==> config.mk <==
export PLATFORM = sky130hd
export DESIGN_NAME = imem_loader
export DESIGN_NICKNAME = d
export VERILOG_FILES = /design/src/rtl/imem_loader.sv
export SDC_FILE = /design/constraint.sdc
export NUM_CORES = 2
export LEC_CHECK = 0
export CAP_MARGIN = 20
export CORE_ASPECT_RATIO = 0.9
export CORE_MARGIN = 4
export CORE_UTILIZATION = 55
export CTS_CLUSTER_SIZE = 10
export DETAILED_ROUTE_END_ITERATION = 6
export PLACE_DENSITY = 0.72
export SYNTH_ARGS = -nofsm -noshare
export SYNTH_HDL_FRONTEND = slang
export SYNTH_SLANG_ARGS = --single-unit
==> constraint.sdc <==
create_clock -name clk -period 11.1 [get_ports clk]
set_input_delay 1.11 -clock clk [delete_from_list [all_inputs] [get_ports clk]]
set_output_delay 1.11 -clock clk [all_outputs]
set_load 0.02 [all_outputs]
==> src/rtl/imem_loader.sv <==
// imem_loader: instruction memory with a streaming valid/ready program-load
// port and a boot sequencer that holds the MIPS core in reset until a load
// completes. The core fetches over a combinational PC read port.
// Optional feature macro: IMEM_BOUNDS_CHECK_EN enables fetch range/alignment
// faults and load overflow detection. When it is undefined, the fetch index
// and the load pointer both wrap.
module imem_loader #(
  parameter int DATA_W = 32,
  parameter int DEPTH  = 64,
  parameter int ADDR_W = 32
) (
  input  logic                     clk,
  input  logic                     reset,
  input  logic                     load_start,
  input  logic [ADDR_W-1:0]        load_base,
  input  logic                     load_valid,
  input  logic [DATA_W-1:0]        load_data,
  input  logic                     load_last,
  output logic                     load_ready,
  output logic [$clog2(DEPTH):0]   load_count,
  output logic                     load_err,
  output logic                     busy,
  output logic                     core_reset,
  input  logic [ADDR_W-1:0]        pc,
  output logic [DATA_W-1:0]        instruction,
  output logic                     pc_fault
);

  localparam int IDX_W = $clog2(DEPTH);
  localparam int CNT_W = IDX_W + 1;
  localparam logic [CNT_W-1:0] CNT_FULL = CNT_W'(DEPTH);

  typedef enum logic [1:0] {
    S_IDLE    = 2'd0,
    S_LOAD    = 2'd1,
    S_RELEASE = 2'd2,
    S_RUN     = 2'd3
  } state_t;

  state_t            state_q, state_d;
  logic [IDX_W-1:0]  ptr_q, ptr_d;
  logic [CNT_W-1:0]  count_q, count_d;
  logic              err_q, err_d;
  logic [DATA_W-1:0] mem [DEPTH];

  logic              start_s;
  logic              beat_s;
  logic              full_s;
  logic              wr_en_s;
  logic [IDX_W-1:0]  rd_idx_s;
  logic [DATA_W-1:0] rd_word_s;

  // A new load may only begin from IDLE or RUN; starts during LOAD/RELEASE are dropped.
  assign start_s  = load_start && ((state_q == S_IDLE) || (state_q == S_RUN));
  assign beat_s   = load_valid && (state_q == S_LOAD);
  assign full_s   = (count_q == CNT_FULL);
  assign rd_idx_s = pc[2 +: IDX_W];
  assign rd_word_s = mem[rd_idx_s];

`ifdef IMEM_BOUNDS_CHECK_EN
  logic oob_s;
  // Fetch beyond the array or a non-word-aligned PC is a fault.
  assign oob_s   = (|pc[ADDR_W-1:IDX_W+2]) || (pc[1:0] != 2'b00);
  // Beats past the DEPTH-th word of a load are dropped rather than wrapped.
  assign wr_en_s = beat_s && !full_s;
  logic unused_s;
  assign unused_s = ^load_base[ADDR_W-1:IDX_W+2];
`else
  assign wr_en_s = beat_s;
  logic unused_s;
  assign unused_s = ^{load_base[ADDR_W-1:IDX_W+2], pc[ADDR_W-1:IDX_W+2], pc[1:0]};
`endif

  // FSM state register with synchronous reset.
  always_ff @(posedge clk) begin
    if (reset) begin
      state_q <= S_IDLE;
    end else begin
      state_q <= state_d;
    end
  end

  // FSM next-state logic: IDLE -> LOAD -> RELEASE -> RUN, reload from RUN.
  always_comb begin
    state_d = state_q;
    case (state_q)
      S_IDLE: begin
        if (load_start) state_d = S_LOAD;
        else            state_d = S_IDLE;
      end
      S_LOAD: begin
        if (beat_s && load_last) state_d = S_RELEASE;
        else                     state_d = S_LOAD;
      end
      S_RELEASE: state_d = S_RUN;
      S_RUN: begin
        if (load_start) state_d = S_LOAD;
        else            state_d = S_RUN;
      end
      default: state_d = S_IDLE;
    endcase
  end

  // Load datapath next-state: word pointer, accepted-word count and sticky error.
  always_comb begin
    ptr_d   = ptr_q;
    count_d = count_q;
    err_d   = err_q;
    if (start_s) begin
      ptr_d   = load_base[2 +: IDX_W];
      count_d = {CNT_W{1'b0}};
      err_d   = (load_base[1:0] != 2'b00);
    end else if (beat_s) begin
      if (wr_en_s) ptr_d = ptr_q + IDX_W'(1);
      else         ptr_d = ptr_q;
      if (full_s)  count_d = count_q;
      else         count_d = count_q + CNT_W'(1);
`ifdef IMEM_BOUNDS_CHECK_EN
      if (full_s)  err_d = 1'b1;
      else         err_d = err_q;
`else
      err_d = err_q;
`endif
    end else begin
      ptr_d   = ptr_q;
      count_d = count_q;
      err_d   = err_q;
    end
  end

  // Load datapath registers; reset clears count and error.
  always_ff @(posedge clk) begin
    if (reset) begin
      ptr_q   <= {IDX_W{1'b0}};
      count_q <= {CNT_W{1'b0}};
      err_q   <= 1'b0;
    end else begin
      ptr_q   <= ptr_d;
      count_q <= count_d;
      err_q   <= err_d;
    end
  end

  // Memory write port; contents deliberately survive reset.
  always_ff @(posedge clk) begin
    if (wr_en_s && !reset) begin
      mem[ptr_q] <= load_data;
    end
  end

  // Output decode: handshake/boot controls from state, combinational fetch in RUN.
  always_comb begin
    load_ready  = 1'b0;
    busy        = 1'b0;
    core_reset  = 1'b1;
    instruction = {DATA_W{1'b0}};
    pc_fault    = 1'b0;
    case (state_q)
      S_IDLE: begin
        core_reset = 1'b1;
      end
      S_LOAD: begin
        load_ready = 1'b1;
        busy       = 1'b1;
      end
      S_RELEASE: begin
        busy = 1'b1;
      end
      S_RUN: begin
        core_reset = 1'b0;
`ifdef IMEM_BOUNDS_CHECK_EN
        if (oob_s) begin
          pc_fault    = 1'b1;
          instruction = {DATA_W{1'b0}};
        end else begin
          pc_fault    = 1'b0;
          instruction = rd_word_s;
        end
`else
        instruction = rd_word_s;
`endif
      end
      default: begin
        core_reset = 1'b1;
      end
    endcase
  end

  assign load_count = count_q;
  assign load_err   = err_q;

endmodule

==> flow_summary.json <==
{
  "crit_slowest_cell": "nor2b_2",
  "cts.path.max_buffers": 3,
  "tns_ns": 0,
  "cp_max_fo": 101,
  "ios": 145,
  "drive_above_1_share_pct": 27.2,
  "hold_violations": 0,
  "path_buf_inv": 4,
  "grt_pass1_wl_mm": 288,
  "synth_area_leader_cell": "edfxtp_1",
  "avgSynthCellArea_um2": 22.8,
  "yosysMostFrequentCell": "edfxtp_1",
  "ys_warn_count": 0,
  "pwr-share-seq_pct": 54.8,
  "finalClockSkew_ns": 0.0255,
  "syn_nets": 3585,
  "grt_max_degree": 102,
  "wl_mm": 202,
  "antenna_found_initial": 5,
  "grtUsageMet2_pct": 40.4,
  "drc": 0,
  "p_leak_nw": 27.8,
  "max_clock_freq_mhz": 146,
  "grt_pass1_vias": 39000,
  "die_h_um": 368,
  "via_count": 38800,
  "met1_usage_pct": 40.5,
  "ys_top_cells_by_area": "edfxtp_1, mux4_2, mux2i_1",
  "status": "finished, final reports clean",
  "fin_crit_ns": 6.86,
  "cts.clk_slew.worst_paths_ns": 0.05,
  "p_sw_w": 0.00320,
  "n_fill_cell": 9361,
  "setup.worst_path.end_class": "output port",
  "dp_cells": 5353,
  "grt.total_usage_pct": 27.1,
  "die_area_mm2": 0.151,
  "netlist-cell-type-count": 57,
  "clock_latency_ns": 0.84,
  "wl_per_cell_um": 35.7,
  "synth_edf_count": 2048,
  "switching_share_pct": 20.4,
  "cts_tree": "done",
  "worst_pin_slew_ns": 1.15,
  "syn-cell-area_mm2": 0.0794,
  "crit_family": "buffers and inverters",
  "p_clk_share_pct": 40.7,
  "dp_hpwl_mm": 103,
  "ys_seq_elements": 2064,
  "relSlewSlack_pct": 22.8,
  "gp_congestion": 0.766,
  "core_mm2": 0.143,
  "floorplan.initialDensity_pct": 55.7,
  "crit_path_cell_trace": "buf_8 -> buf_12 -> nor2b_2 -> buf_4 -> a22o_1 -> o21ai_0 -> a211oi_1 -> clkdlybuf4s50_1",
  "synthTopCellsByCount": "edfxtp_1, mux4_2, mux2i_1, nor2_1, a22oi_1",
  "cts_sinks": 2064,
  "arrival_ns": 5.75,
  "drt-pass1-iter-count": 5,
  "grt_busiest_layer": "met1",
  "cts_resized": 0,
  "slew_viol_final": 0,
  "area_delta_synth_final_pct": 12.3,
  "start_kind": "primary input",
  "setup_viol": 0,
  "max-vdd-ir-drop_v": 0.000176,
  "io_buffers": 93,
  "via_per_inst": 6.87,
  "cts-htree-levels": 4,
  "grt.met3_usage_pct": 5.96,
  "netlist.area_leader.share_pct": 77.4,
  "async_flop_share_pct": 0,
  "hold_path.class": "register to register",
  "hold_buffers": 0,
  "grt_setup_unrepaired": "no",
  "synth_cells": 3477,
  "combinationalPowerShare_pct": 4.5,
  "drv_cap": 0,
  "numCtsBuffers": 225,
  "stdcell_count": 5646,
  "die_x_um": 409,
  "fin_crit_sh_pct": 61.8,
  "grt_remaining_overflow": 0,
  "p_total_w": 0.0157,
  "slowest_delay_ns": 1.01,
  "rows": 131,
  "required_ns": 9.99,
  "ant_nets": 0,
  "cts_root_buf": "clkbuf_16",
  "postLayoutCoreUtil_pct": 62.6,
  "ys.flop_type": "edfxtp_1",
  "p_per_area_mw_per_mm2": 176,
  "synth-seq-area-share_pct": 77.8,
  "cts_setup_buffers": 0,
  "nets": 3847,
  "p_int_w": 0.0125,
  "critPathKind": "primary input to output port",
  "drt_iter0_drc": 5969
}
cells in the final DEF (no fill, tap or decap), types with 7 or more instances in the layout:
master	count
a211oi_1	22
a21oi_1	48
a22o_1	10
a22oi_1	96
and2_1	10
buf_12	24
buf_2	34
buf_4	110
clkbuf_1	22
clkbuf_16	228
clkdlybuf4s50_1	55
dfxtp_1	16
edfxtp_1	2048
ha_1	7
inv_1	8
inv_6	8
mux2_2	22
mux2i_1	133
mux4_2	517
nand2_1	50
nand2b_1	11
nand3_1	25
nor2_1	48
nor2_4	62
nor2b_1	23
nor3_1	12
o211ai_1	11
o21ai_0	15
o221ai_1	8
final cells by class:
| class | count | area, µm² | area share (%) |
|---|---|---|---|
| Sequential cell | 2064 | 61800 | 69.3 |
| Multi-Input combinational cell | 1211 | 16900 | 19.0 |
| Clock buffer | 250 | 5790 | 6.49 |
| Tap cell | 1862 | 2330 | 2.61 |
| Timing Repair Buffer | 229 | 2150 | 2.42 |
| Clock inverter | 17 | 164 | 0.184 |
| Inverter | 8 | 30.0 | 0.0337 |
| Antenna cell | 5 | 12.5 | 0.0140 |
flip-flops by register name, summed over array words and instances (netlist names):
name        count
mem          2048
load_count      7
ptr_q           6
state_q         2
load_err        1
per-layer routing:
metal	share of wire (%)	wire length, µm
met5	0.0065	13
met3	12	24300
met1	38	77300
met4	3.2	6410
met2	46	93500
worst min-delay path, cell delays in order, from the launching register on:
cell and delay [ns]:
dfxtp_1 0.33, a21oi_1 0.06, nor2_1 0.07
cell families after synthesis:
| logic type | after synthesis | share of synthesized area [%] |
|---|---|---|
| AO/OA/AOI/OAI | 252 | 2.24 |
| XOR/XNOR | 11 | 0.121 |
| adder cells (fa/ha/maj) | 7 | 0.110 |
| buffers and inverters | 202 | 1.46 |
| flip-flops | 2064 | 77.8 |
| multiplexers | 672 | 16.7 |
| other | 1 | 0.00472 |
| AND/OR/NAND/NOR | 268 | 1.56 |
power by group through the flow:
stage / Clock (W) / Sequential, W / Combinational [W]
2_1_floorplan: 0 / 0.00875 / 0.000411
3_3_place_gp: 0 / 0.00875 / 0.000668
3_5_place_dp: 0 / 0.00876 / 0.000681
4_1_cts: 0.00645 / 0.00860 / 0.000685
5_1_grt: 0.00681 / 0.00859 / 0.000744
6_report: 0.00637 / 0.00859 / 0.000702
stage by stage:
stage / area (µm²) / hold slack (ns) / setup WS [ns]
floorplan: 79400 / 0.580 / 6.55
global placement: 82800 / 0.480 / 4.32
detailed placement: 82800 / 0.487 / 4.33
CTS: 88800 / 0.507 / 4.30
global route: 89200 / 0.535 / 4.29
finish: 89200 / 0.498 / 4.24
final timing paths:
check	startpoint	end	slack, ns	cells after the start
worst max-delay path	pc[4]	instruction[23]	4.24	8
worst min-delay path	load_err	load_err	0.50	2
worst max register to register	state_q[1]	mem[38][8]	7.78	7
worst min register to register	load_err	load_err	0.50	2
Power figures use the tool's default switching activity.
